**config.mk**
```make
export PLATFORM = sky130hd
export DESIGN_NAME = vga_timing_gen
export DESIGN_NICKNAME = d
export VERILOG_FILES = /design/src/rtl/vga_timing_gen.sv
export SDC_FILE = /design/constraint.sdc
export NUM_CORES = 1
export LEC_CHECK = 0
export CAP_MARGIN = 30
export CORE_ASPECT_RATIO = 1.25
export CORE_MARGIN = 8
export CORE_UTILIZATION = 40
export CTS_CLUSTER_DIAMETER = 60
export DETAILED_ROUTE_END_ITERATION = 8
export GPL_TIMING_DRIVEN = 0
export PLACE_DENSITY = 0.79
export SLEW_MARGIN = 0
export SYNTH_ARGS = -nofsm -noshare
export SYNTH_HDL_FRONTEND = slang
export SYNTH_SLANG_ARGS = --single-unit
```
**constraint.sdc**
```tcl
create_clock -name clk -period 2.1 [get_ports clk]
set_input_delay 0.525 -clock clk [delete_from_list [all_inputs] [get_ports clk]]
set_output_delay 0.525 -clock clk [all_outputs]
set_load 0.05 [all_outputs]
```
**src/rtl/vga_timing_gen.sv**
```systemverilog
// 640x480@60 pixel-timing generator: hpos/vpos, display_on, syncs, line/frame strobes.
// Define VGA_TIMING_FRAME_CNT_EN to build the 8-bit frame counter; otherwise frame_cnt is tied 0.
module vga_timing_gen #(
  parameter int H_DISPLAY = 640,
  parameter int H_FRONT   = 16,
  parameter int H_SYNC    = 96,
  parameter int H_BACK    = 48,
  parameter int V_DISPLAY = 480,
  parameter int V_FRONT   = 10,
  parameter int V_SYNC    = 2,
  parameter int V_BACK    = 33,
  parameter bit SYNC_NEG  = 1'b1
) (
  input  logic       clk,
  input  logic       rst_n,
  input  logic       ce,
  output logic [9:0] hpos,
  output logic [9:0] vpos,
  output logic       display_on,
  output logic       hsync,
  output logic       vsync,
  output logic       line_start,
  output logic       frame_start,
  output logic [7:0] frame_cnt
);
  // Totals must fit the 10-bit counters (<= 1024).
  localparam int H_TOTAL = H_DISPLAY + H_FRONT + H_SYNC + H_BACK;
  localparam int V_TOTAL = V_DISPLAY + V_FRONT + V_SYNC + V_BACK;

  localparam logic [9:0] H_LAST = 10'(H_TOTAL - 1);
  localparam logic [9:0] V_LAST = 10'(V_TOTAL - 1);
  localparam logic [9:0] H_DE   = 10'(H_DISPLAY);
  localparam logic [9:0] V_DE   = 10'(V_DISPLAY);
  localparam logic [9:0] HS_BEG = 10'(H_DISPLAY + H_FRONT);
  localparam logic [9:0] HS_END = 10'(H_DISPLAY + H_FRONT + H_SYNC - 1);
  localparam logic [9:0] VS_BEG = 10'(V_DISPLAY + V_FRONT);
  localparam logic [9:0] VS_END = 10'(V_DISPLAY + V_FRONT + V_SYNC - 1);

  logic       h_wrap, v_wrap;
  logic [9:0] h_nxt, v_nxt;
  logic       de_nxt, hs_act, vs_act;

  // Outputs are decoded from the next counter values so every registered
  // output lines up with the registered hpos/vpos (no skew).
  always_comb begin
    h_wrap = (hpos == H_LAST);
    v_wrap = (vpos == V_LAST);
    h_nxt  = h_wrap ? 10'd0 : hpos + 10'd1;
    v_nxt  = vpos;
    if (h_wrap) v_nxt = v_wrap ? 10'd0 : vpos + 10'd1;
    de_nxt = (h_nxt < H_DE) && (v_nxt < V_DE);
    hs_act = (h_nxt >= HS_BEG) && (h_nxt <= HS_END);
    vs_act = (v_nxt >= VS_BEG) && (v_nxt <= VS_END);
  end

  always_ff @(posedge clk or negedge rst_n) begin
    if (!rst_n) begin
      hpos        <= H_LAST;
      vpos        <= V_LAST;
      display_on  <= 1'b0;
      hsync       <= SYNC_NEG;
      vsync       <= SYNC_NEG;
      line_start  <= 1'b0;
      frame_start <= 1'b0;
    end else begin
      line_start  <= 1'b0;
      frame_start <= 1'b0;
      if (ce) begin
        hpos        <= h_nxt;
        vpos        <= v_nxt;
        display_on  <= de_nxt;
        hsync       <= hs_act ^ SYNC_NEG;
        vsync       <= vs_act ^ SYNC_NEG;
        line_start  <= h_wrap;
        frame_start <= h_wrap && v_wrap;
      end
    end
  end

`ifdef VGA_TIMING_FRAME_CNT_EN
  always_ff @(posedge clk or negedge rst_n) begin
    if (!rst_n)                      frame_cnt <= 8'd0;
    else if (ce && h_wrap && v_wrap) frame_cnt <= frame_cnt + 8'd1;
  end
`else
  assign frame_cnt = 8'd0;
`endif

endmodule

```
==> impl_metrics.csv <==
group,metric,value,unit
detailed_routing,drtIter0Drc,119,
clocking,clk_latency,0.27,ns
cells_and_area,diodes,0,
placement,gp_congestion,0.850,
pwr,vdd_drop_max,287,uV
timing,min_period,2.19,ns
cells_and_area,fill_cells,346,
timing,tightestPinTransition,0.585,ns
hold_path,min_path_cells,2,
yosys,syn_area,0.00167,mm^2
cells_and_area,drive_gt1_share,32.7,%
critical_path,worstPathMaxFanout,7,
critical_path,cpPeakStageDelay,0.62,ns
global_route,grt.total_usage,13.5,%
yosys,synth-simple-area-share,22.2,%
yosys,syn_inst,193,
global_route,grt_pass1_vias,1503,
global_route,grt_max_degree,15,
placement,dp_hpwl,3050,um
critical_path,crit_buf_inv,2,
cells_and_area,stdcell_area,0.00244,mm^2
global_route,grt_overflow,0,
critical_path,worstPathRequired,2.29,ns
yosys,synth_fa_ha_area_share,3.00,%
critical_path,worstRegToRegCells,8,
die,core.rowCount,26,
yosys,synth_mux_area_share,1.27,%
timing,maxSlewViolCount,0,
yosys,yosys.area_share.xor_xnor,4.72,%
timing,rsz0062_at_grt,"true",
die,start_util,41.1,%
detailed_routing,drc,0,
critical_path,cp.arrival,2.37,ns
critical_path,path_class,"flip-flop to flip-flop",
yosys,ys_types,52,
pwr,power_density,669,mW/mm^2
yosys,synth-compound-area-share,20.0,%
timing,setup_ws,-0.0853,ns
timing,max_slew_margin,60.9,%
global_route,antenna_found_initial,0,
hold_path,whs_endpoint,"hsync",
clocking,clockBufferDepth,2,
detailed_routing,wirelength,4410,um
status,violations,"negative setup slack",
critical_path,r2r_slack,-0.09,ns
die,fp.dieH,88.3,um
clocking,clkSinkCount,25,
timing,clock_skew,0.00577,ns
critical_path,critPathTopFamily,"compound AO/OA/AOI/OAI gates",
yosys,synth_edf_count,0,
cells_and_area,syn2layout_area_growth,46.2,%
clocking,cts_hold_buf,0,
global_route,grt_pass1_wl,7000,um
placement,portBuffers,26,
clocking,tritoncts,"built",
detailed_routing,vias,1595,
critical_path,regToRegEndpoint,"display_on",
critical_path,setup.worst_path.start_class,"flip-flop",
critical_path,critPathSlowestCell,"dfstp_4",
detailed_routing,ant_nets,0,
timing,setup_violations,4,
clocking,htree_num_levels,1,
hold_path,min_path_type,"flip-flop to flip-flop",
die,design.core.area,0.00407,mm^2
yosys,postSynth.asyncResetShare,100,%
detailed_routing,routed_via_density,5.30,
pwr,p_leak,0.00100,uW
die,ioPinCount,36,
yosys,avgSynthCellArea,8.65,um^2
status,status,"finished, violations left",
placement,dpl_cell_area,0.00214,mm^2
clocking,cts_made_buffers,3,
detailed_routing,dr.pass1.iters,4,
pwr,total_power,1640,uW
yosys,synth_seq_cells,25,
yosys,synth_top_family_by_area,"simple AND/OR/NAND/NOR gates",
die,die-area,0.00651,mm^2
yosys,yosys_warnings,0,
cells_and_area,postLayoutCoreUtil,60.1,%
detailed_routing,wire_per_inst,14.7,um
hold_path,holdCritStartpoint,"hsync",
timing,period_share,104,%
clocking,cts-root-buf,"clkbuf_8",
critical_path,r2r_start,"hpos[0]",
timing,hold_violations,0,
yosys,ys.flop_type,"dfrtp_1",
die,fp.dieW,73.8,um
critical_path,cp-end-kind,"flip-flop",
yosys,ys_seq_area_share,38.4,%
flow_run,cap_violations,0,
critical_path,worstPathCellList,"buf_6 > ha_4 > nand4_4 > nor4_4 > buf_4 > a31oi_1 > o311a_1 > o32ai_2",
cells_and_area,nets,253,
timing,timing.fmax,458,MHz
clocking,path_clk_slew,0.09,ns
[worst max-delay path by stage]
stage	startpoint	end	cells after the start
2_1_floorplan	hpos[4]	display_on	6
3_3_place_gp	hpos[1]	vpos[7]	7
3_5_place_dp	hpos[1]	vpos[7]	7
4_1_cts	hpos[0]	display_on	8
5_1_grt	vpos[5]	display_on	7
6_report	hpos[0]	display_on	8
[area by class of cell]
class                           instances  area [um^2]  share of cell area [%]
Tap cell                               56         70.1                    2.87
Sequential cell                        25          652                    26.7
Multi-Input combinational cell        142         1040                    42.8
Clock buffer                            4         45.0                    1.84
Timing Repair Buffer                   42          402                    16.4
Inverter                                9         46.3                    1.90
Buffer                                 23          183                    7.48
[kinds of logic after synthesis]
kind of cell	Yosys count
AO/OA/AOI/OAI	49
XOR/XNOR	9
adder cells (fa/ha/maj)	4
buffers and inverters	33
flip-flops	25
multiplexers	2
other	1
AND/OR/NAND/NOR	70
[repair_timing]
action / 4_1_cts / 5_1_grt
gates cloned: 0 / 1
pin swaps: 5 / 4
setup endpoints to repair: 30 / 12
buffers inserted: 10 / 4
endpoints found under the hold margin: 0 / 0
gates resized for setup: 21 / 29
[state kept, by name, summed over array words and instances (netlist names)]
register / cells
line_start: 1
vpos: 10
hsync: 1
frame_start: 1
vsync: 1
display_on: 1
hpos: 10
[layer usage]
metal	vias up	GRT usage (%)	routed length (um)
met2	47	23.9	2260
li1	785	-	-
met4	0	4.74	73
met1	755	15.4	1840
met5	-	0	0
met3	8	2.72	240
[Yosys cell counts, types with 2 or more instances]
cell	instances	area share, %
a21oi_1	5	1.5
a31oi_1	5	1.9
and3_1	2	0.75
buf_4	8	3.6
buf_6	2	1.3
clkbuf_1	12	2.7
dfrtp_1	13	19
dfstp_2	12	19
ha_1	4	3.0
inv_1	8	1.8
nand2_1	17	3.8
nand3_1	15	4.5
nand4_1	4	1.5
nor2_1	15	3.4
nor3_1	3	0.90
nor4_1	3	1.1
o21ai_0	17	5.1
o31ai_1	7	3.1
xnor2_1	6	3.1
xor2_1	3	1.6
[metrics by stage]
step	hold WS [ns]	setup slack, ns	cells	setup TNS (ns)
finish	0.496	-0.0853	301	-0.185
floorplan	0.229	-0.124	200	-0.488
global route	0.535	-0.186	301	-0.754
CTS	0.501	-0.0734	296	-0.115
global placement	0.480	-0.233	282	-1.70
detailed placement	0.489	-0.228	283	-1.81
[tightest hold or removal path, stage by stage, from the launching register on]
cell	delay, ns
dfstp_2	0.38
nor2_1	0.08
a31oi_1	0.05
[where the power goes]
part	internal (uW)	leakage, uW	switching [uW]	total, uW
sequential	569	0.000295	70.6	640
clock	136	0.0000228	154	290
combinational	266	0.000684	439	705
[cells in the final DEF (no fill, tap or decap), types with 4 or more instances in the layout]
master,Yosys,routed
a21oi_1,5,5
a31oi_1,5,5
buf_4,8,18
buf_6,2,6
clkbuf_1,12,9
clkbuf_8,0,7
clkdlybuf4s50_1,0,8
conb_1,1,8
dfrtp_1,13,10
dfstp_2,12,10
dlygate4sd2_1,0,17
inv_1,8,8
nand2_1,17,12
nand3_1,15,14
nand4_1,4,4
nor2_1,15,13
o21ai_0,17,8
o21ai_1,0,7
o31ai_1,7,4
xnor2_1,6,6
(Power assumes the default switching activity.)
